## config.mk

```make
export PLATFORM = sky130hd
export DESIGN_NAME = uart_rx_param
export DESIGN_NICKNAME = d
export VERILOG_FILES = /design/src/rtl/uart_pkg.sv /design/src/rtl/uart_baud_tick.sv /design/src/rtl/uart_rx_param.sv
export SDC_FILE = /design/constraint.sdc
export NUM_CORES = 1
export LEC_CHECK = 0
export ABC_CLOCK_PERIOD_IN_PS = 2250
export CORE_MARGIN = 2
export CORE_UTILIZATION = 40
export DETAILED_ROUTE_END_ITERATION = 6
export PLACE_DENSITY = 0.67
export SLEW_MARGIN = 20
export SYNTH_ARGS = -nofsm -noshare
export SYNTH_HDL_FRONTEND = slang
export SYNTH_HIERARCHICAL = 1
export SYNTH_SLANG_ARGS = --single-unit
```

## constraint.sdc

```tcl
create_clock -name clk -period 2.25 [get_ports clk]
set_input_delay 0.3375 -clock clk [delete_from_list [all_inputs] [get_ports clk]]
set_output_delay 0.3375 -clock clk [all_outputs]
set_load 0.03 [all_outputs]
```

## src/rtl/uart_pkg.sv

```systemverilog
`default_nettype none
// ============================================================================
// Module   : uart_pkg
// Brief    : Shared types and sizing helpers for the UART blocks.
// Revision : 1.0 - initial release
// ============================================================================
package uart_pkg;

    // Default payload width of the inter-board message link.
    localparam int MESSAGE_SIZE = 8;

    typedef enum logic [1:0] {
        PAR_NONE = 2'd0,
        PAR_EVEN = 2'd1,
        PAR_ODD  = 2'd2
    } parity_e;

    typedef enum logic [2:0] {
        IDLE  = 3'd0,
        START = 3'd1,
        DATA  = 3'd2,
        PAR   = 3'd3,
        STOP  = 3'd4
    } rx_state_e;

    function automatic int baud_div(input int clk_freq, input int baud_rate, input int oversample);
        return clk_freq / (baud_rate * oversample);
    endfunction

    function automatic int cnt_width(input int n);
        return (n <= 2) ? 1 : $clog2(n);
    endfunction

endpackage
`default_nettype wire

```

## src/rtl/uart_baud_tick.sv

```systemverilog
`default_nettype none
// ============================================================================
// Module   : uart_baud_tick
// Brief    : Free-running divider producing one oversample tick per DIV clocks.
// Revision : 1.0 - initial release
// ============================================================================
module uart_baud_tick
    import uart_pkg::*;
#(
    parameter int CLK_FREQ   = 100_000_000,
    parameter int BAUD_RATE  = 38400,
    parameter int OVERSAMPLE = 16
) (
    input  logic clk,
    input  logic rst,
    output logic tick
);

    localparam int              c_div  = baud_div(CLK_FREQ, BAUD_RATE, OVERSAMPLE);
    localparam int              c_cw   = cnt_width(c_div);
    localparam logic [c_cw-1:0] c_last = c_cw'(c_div - 1);

    logic [c_cw-1:0] r_cnt;
    logic            w_tick;

    assign w_tick = (r_cnt == c_last);

    always_ff @(posedge clk) begin
        if (!rst) begin
            r_cnt <= '0;
        end else if (w_tick) begin
            r_cnt <= '0;
        end else begin
            r_cnt <= r_cnt + c_cw'(1);
        end
    end

    assign tick = w_tick;

endmodule
`default_nettype wire

```

## src/rtl/uart_rx_param.sv

```systemverilog
`default_nettype none
// ============================================================================
// Module   : uart_rx_param
// Brief    : Parametrised oversampling UART receiver with majority vote,
//            glitch rejection, error flags and a one-entry output holder.
// Revision : 1.0 - initial release
// ============================================================================
module uart_rx_param
    import uart_pkg::*;
#(
    parameter int CLK_FREQ   = 100_000_000,
    parameter int BAUD_RATE  = 38400,
    parameter int OVERSAMPLE = 16,
    parameter int DATA_BITS  = MESSAGE_SIZE,
    parameter int PARITY     = 0,
    parameter int STOP_BITS  = 1
) (
    input  logic                 clk,
    input  logic                 rst,
    input  logic                 RxD,
    output logic [DATA_BITS-1:0] rx_data,
    output logic                 rx_valid,
    input  logic                 rx_ready,
    output logic                 frame_err,
    output logic                 parity_err,
    output logic                 overrun,
    output logic                 busy
);

    localparam int              c_mid       = OVERSAMPLE / 2;
    localparam int              c_sw        = cnt_width(OVERSAMPLE);
    localparam int              c_bw        = cnt_width(DATA_BITS);
    localparam logic [c_sw-1:0] c_s_lo      = c_sw'(c_mid - 1);
    localparam logic [c_sw-1:0] c_s_hi      = c_sw'(c_mid + 1);
    localparam logic [c_sw-1:0] c_s_end     = c_sw'(OVERSAMPLE - 1);
    localparam logic [c_bw-1:0] c_b_last    = c_bw'(DATA_BITS - 1);
    localparam logic            c_stop_last = (STOP_BITS == 2) ? 1'b1 : 1'b0;
    localparam parity_e         c_par_mode  = (PARITY == 2) ? PAR_ODD :
                                              (PARITY == 1) ? PAR_EVEN : PAR_NONE;

    rx_state_e            r_state, w_state_next;
    logic                 r_sync1, r_sync2;
    logic [c_sw-1:0]      r_s;
    logic [c_bw-1:0]      r_bit;
    logic                 r_stop_cnt;
    logic [1:0]           r_votes;
    logic [DATA_BITS-1:0] r_shift;
    logic                 r_ferr, r_perr;
    logic [DATA_BITS-1:0] r_data;
    logic                 r_valid, r_ferr_out, r_perr_out, r_overrun;

    logic w_tick, w_rxs, w_vote, w_mid, w_end, w_sample, w_last_bit, w_last_stop;
    logic w_start, w_shift_en, w_bit_inc, w_par_en, w_stop_en, w_stop_inc, w_done;

    uart_baud_tick #(
        .CLK_FREQ   (CLK_FREQ),
        .BAUD_RATE  (BAUD_RATE),
        .OVERSAMPLE (OVERSAMPLE)
    ) u_baud_tick (
        .clk  (clk),
        .rst  (rst),
        .tick (w_tick)
    );

    always_ff @(posedge clk) begin
        if (!rst) begin
            r_sync1 <= 1'b1;
            r_sync2 <= 1'b1;
        end else begin
            r_sync1 <= RxD;
            r_sync2 <= r_sync1;
        end
    end

    assign w_rxs       = r_sync2;
    assign w_mid       = (r_s == c_s_hi);
    assign w_end       = (r_s == c_s_end);
    assign w_sample    = (r_s >= c_s_lo) && (r_s <= c_s_hi);
    assign w_last_bit  = (r_bit == c_b_last);
    assign w_last_stop = (r_stop_cnt == c_stop_last);
    // Samples at M-1 and M are held; the M+1 sample is the live line.
    assign w_vote      = (r_votes[1] & r_votes[0]) | (r_votes[1] & w_rxs) | (r_votes[0] & w_rxs);

    always_ff @(posedge clk) begin
        if (!rst) begin
            r_state <= IDLE;
        end else begin
            r_state <= w_state_next;
        end
    end

    always_comb begin
        w_state_next = r_state;
        w_start      = 1'b0;
        w_shift_en   = 1'b0;
        w_bit_inc    = 1'b0;
        w_par_en     = 1'b0;
        w_stop_en    = 1'b0;
        w_stop_inc   = 1'b0;
        w_done       = 1'b0;
        if (w_tick) begin
            unique case (r_state)
                IDLE: begin
                    if (!w_rxs) begin
                        w_start      = 1'b1;
                        w_state_next = START;
                    end
                end
                START: begin
                    if (w_mid && w_vote) begin
                        w_state_next = IDLE;
                    end else if (w_end) begin
                        w_state_next = DATA;
                    end
                end
                DATA: begin
                    w_shift_en = w_mid;
                    if (w_end) begin
                        w_bit_inc = 1'b1;
                        if (w_last_bit) begin
                            w_state_next = (c_par_mode == PAR_NONE) ? STOP : PAR;
                        end
                    end
                end
                PAR: begin
                    w_par_en = w_mid;
                    if (w_end) begin
                        w_state_next = STOP;
                    end
                end
                STOP: begin
                    w_stop_en = w_mid;
                    // Finishing mid-bit leaves half a bit to catch the next start edge.
                    if (w_mid && w_last_stop) begin
                        w_done       = 1'b1;
                        w_state_next = IDLE;
                    end else if (w_end) begin
                        w_stop_inc = 1'b1;
                    end
                end
                default: w_state_next = IDLE;
            endcase
        end
    end

    always_ff @(posedge clk) begin
        if (!rst) begin
            r_s        <= '0;
            r_bit      <= '0;
            r_stop_cnt <= 1'b0;
            r_votes    <= 2'b11;
            r_ferr     <= 1'b0;
            r_perr     <= 1'b0;
        end else if (w_tick) begin
            if (w_start) begin
                r_s        <= '0;
                r_bit      <= '0;
                r_stop_cnt <= 1'b0;
                r_ferr     <= 1'b0;
                r_perr     <= 1'b0;
            end else if (r_state != IDLE) begin
                r_s <= w_end ? '0 : r_s + c_sw'(1);
                if (w_sample) begin
                    r_votes <= {r_votes[0], w_rxs};
                end
                if (w_bit_inc) begin
                    r_bit <= w_last_bit ? '0 : r_bit + c_bw'(1);
                end
                if (w_par_en) begin
                    r_perr <= (^r_shift) ^ w_vote ^ (c_par_mode == PAR_ODD);
                end
                if (w_stop_en) begin
                    r_ferr <= r_ferr | ~w_vote;
                end
                if (w_stop_inc) begin
                    r_stop_cnt <= 1'b1;
                end
            end
        end
    end

    generate
        if (DATA_BITS == 1) begin : g_shift_one
            always_ff @(posedge clk) begin
                if (!rst) begin
                    r_shift <= '0;
                end else if (w_shift_en) begin
                    r_shift <= w_vote;
                end
            end
        end else begin : g_shift_multi
            always_ff @(posedge clk) begin
                if (!rst) begin
                    r_shift <= '0;
                end else if (w_shift_en) begin
                    r_shift <= {w_vote, r_shift[DATA_BITS-1:1]};
                end
            end
        end
    endgenerate

    always_ff @(posedge clk) begin
        if (!rst) begin
            r_data     <= '0;
            r_valid    <= 1'b0;
            r_ferr_out <= 1'b0;
            r_perr_out <= 1'b0;
            r_overrun  <= 1'b0;
        end else begin
            r_overrun <= 1'b0;
            if (w_done && (!r_valid || rx_ready)) begin
                r_data     <= r_shift;
                r_valid    <= 1'b1;
                r_ferr_out <= r_ferr | ~w_vote;
                r_perr_out <= (c_par_mode != PAR_NONE) & r_perr;
            end else if (w_done) begin
                r_overrun <= 1'b1;
            end else if (r_valid && rx_ready) begin
                r_valid <= 1'b0;
            end
        end
    end

    assign rx_data    = r_data;
    assign rx_valid   = r_valid;
    assign frame_err  = r_ferr_out;
    assign parity_err = r_perr_out;
    assign overrun    = r_overrun;
    assign busy       = (r_state != IDLE);

endmodule
`default_nettype wire

```

==> metrics <==
run status=complete, no violations; syn avg cell area=9.525 um^2; final core occ=between 40% and 50%; Synth warnings=6; syn nets=210; total congestion overflow=0; routed len/inst=12.71 um; vias per cell=~5.3; Starting Density=40.67%; global-route wire length before repair=6058 um; Post-CTS Resized=0; die width=72.84 um; Post-CTS Hold Buffers=0; Area Overhead vs Synth=19.14%; pwr/cell area=679.2 mW/mm^2; CTS tree=done; hpwl dp=2516 um; layout cells sized above 1=10.86%; Total Die Area=around 0.0053 mm^2; Antenna diodes=0; Routed WL=3494 um; Setup Buffers After CTS=0; fin crit share=89.37%; DRC viols=0; Die Height=approximately 73 um; crit start category=register; Root Buffer=clkbuf_8; cell count after placement=267; GP Congestion=0.7530; Placement Setup Slack=0.2436 ns; Num Clock Sinks=43; remaining antenna violation count=0; largest net degree at the start of global routing=19; TritonRoute pass-1 iters=4; Critical Path AT=1.67 ns; Worst Setup End Kind=output port; vias in the first global route=1,315; Yosys cell types=49; Gate Count Post-Synth=199; final std cells w/o fill=275; RSZ-0062 raised after global routing=no; CP Class=reg -> out; Placed Area=0.002126 mm^2; Rows=25; post-synthesis async set-or-reset flop share=0%; GRT Total Usage=approximately 15%; Clock Pin Slew Worst Setup and Hold Paths=0.08 ns; final setup violation count=0; Worst Hold Class=reg -> reg; Core Area=0.004661 mm^2; number of flops mapped to enable cells by yosys=0; WP data required=1.91 ns; Design Power=1.534 mW; design area=around 0.0023 mm^2; setup tns final=0 ns; crit path time final=between 2 and 2.5 ns; sequential fraction of the synthesis area=45.41%; Final WS setup=0.2392 ns; Peak supply drop=0.6157 mV; Synth Flop Type=dfxtp_1; #FFs+latches synth=43; detailed-route via count=1,452; share of the synthesized area in the top cell type=around 45%; cell accounting for the most synthesized area=dfxtp_1; Final Skew=approximately 0.0050 ns; synth top area cells=dfxtp_1, mux2i_1, nor2_1; Pins Over Slew Limit=0; Initial DRC Count=67; Final Hold Vio Count=0; initial antenna violation count=0; Port Buffers=15; Fin Hold WS=between 0.4 and 0.5 ns; Max Fanout on Critical Path=7; total CTS buffers=5; maxcap violations=0; netlist area before placement=between 0.0015 and 0.002 mm^2; num ports=17; Post-layout nets=~230; Max Freq=497.3 MHz; leakage dissipation=0.9619 nW; CTS H-tree lvls=2; Longest Clk Path Bufs=2; clock latency on the worst-skew pair=0.29 ns
[final cells by class]
class	instances	area, um^2
fill	434	2402
inverter	10	37.54
clock buffer	6	72.57
clock inverter	2	60.06
sequential	43	860.8
tap	54	67.56
timing repair buffer	21	195.2
multi-input combinational	139	964.7
[flip-flops by register name (all words and copies together), names as in the netlist]
register	flops
r_s	4
u_baud_tick/r_cnt	8
r_bit	3
rx_valid	1
r_ferr	1
r_sync2	1
overrun	1
r_stop_cnt	1
rx_data	8
r_state	3
frame_err	1
r_votes	2
r_shift	8
r_sync1	1
[critical path, cell delays in order (launching register included)]
cell and delay, ns:
dfxtp_1 0.50, nor3_2 0.10, inv_2 0.11, clkdlybuf4s50_1 0.67
[cell usage after synthesis (2+ instances only)]
cell,number
nand3b_1,2
mux2i_1,20
and3_1,2
ha_1,7
nand2b_1,6
nand3_2,2
dfxtp_1,43
inv_1,8
nand4b_1,2
xor2_1,2
or3_1,5
nor3b_2,2
buf_2,2
o21ai_0,5
o211ai_1,2
a31oi_1,3
a21oi_1,8
nand2_1,5
clkbuf_1,4
nor2_1,32
nor3_1,2
nand3_1,8
[placed cells by master, fill, tap and decap left out, types with 2 or more instances in the layout]
master	count
dfxtp_1	43
nor2_1	32
mux2i_1	20
clkdlybuf4s50_1	15
inv_1	8
nand3_1	8
a21oi_1	8
ha_1	7
nand2b_1	6
buf_4	6
or3_1	5
nand2_1	5
o21ai_0	5
clkbuf_8	5
a31oi_1	3
nor3b_2	2
nor3_1	2
and3_1	2
nand3_2	2
nand3b_1	2
nand4b_1	2
o211ai_1	2
bufinv_16	2
xor2_1	2
[logic make-up after synthesis]
kind of cell	share of synthesized area, %
compound gates	11.82
xor+xnor	1.386
fa+ha+maj	5.148
buf+inv	3.696
flops	45.41
mux	10.56
other cells	0.1978
simple gates	21.78
[routing by layer]
layer  up-vias  track usage, %  share of wire (%)
li1        741               -                  -
met1       678           20.24                 48
met2        25           21.31                 46
met3         8           4.282                3.5
met4         0           7.202                2.5
met5         -               0                  0
[report_power, final]
group	internal [mW]	total [mW]	switching [mW]
sequential	0.768	0.780	0.0117
clock	0.443	0.695	0.252
combinational	0.0237	0.0587	0.0350
[path summary, 6_finish.rpt]
path                         from       to  slack, ns  cells after the start
max                    r_state[0]     busy       0.24                      3
min                       r_sync1  r_sync2       0.42                      1
max reg2reg  u_baud_tick/r_cnt[0]   r_s[3]       0.24                      7
min reg2reg               r_sync1  r_sync2       0.42                      1
No activity file was read; power rests on OpenSTA's default activity.
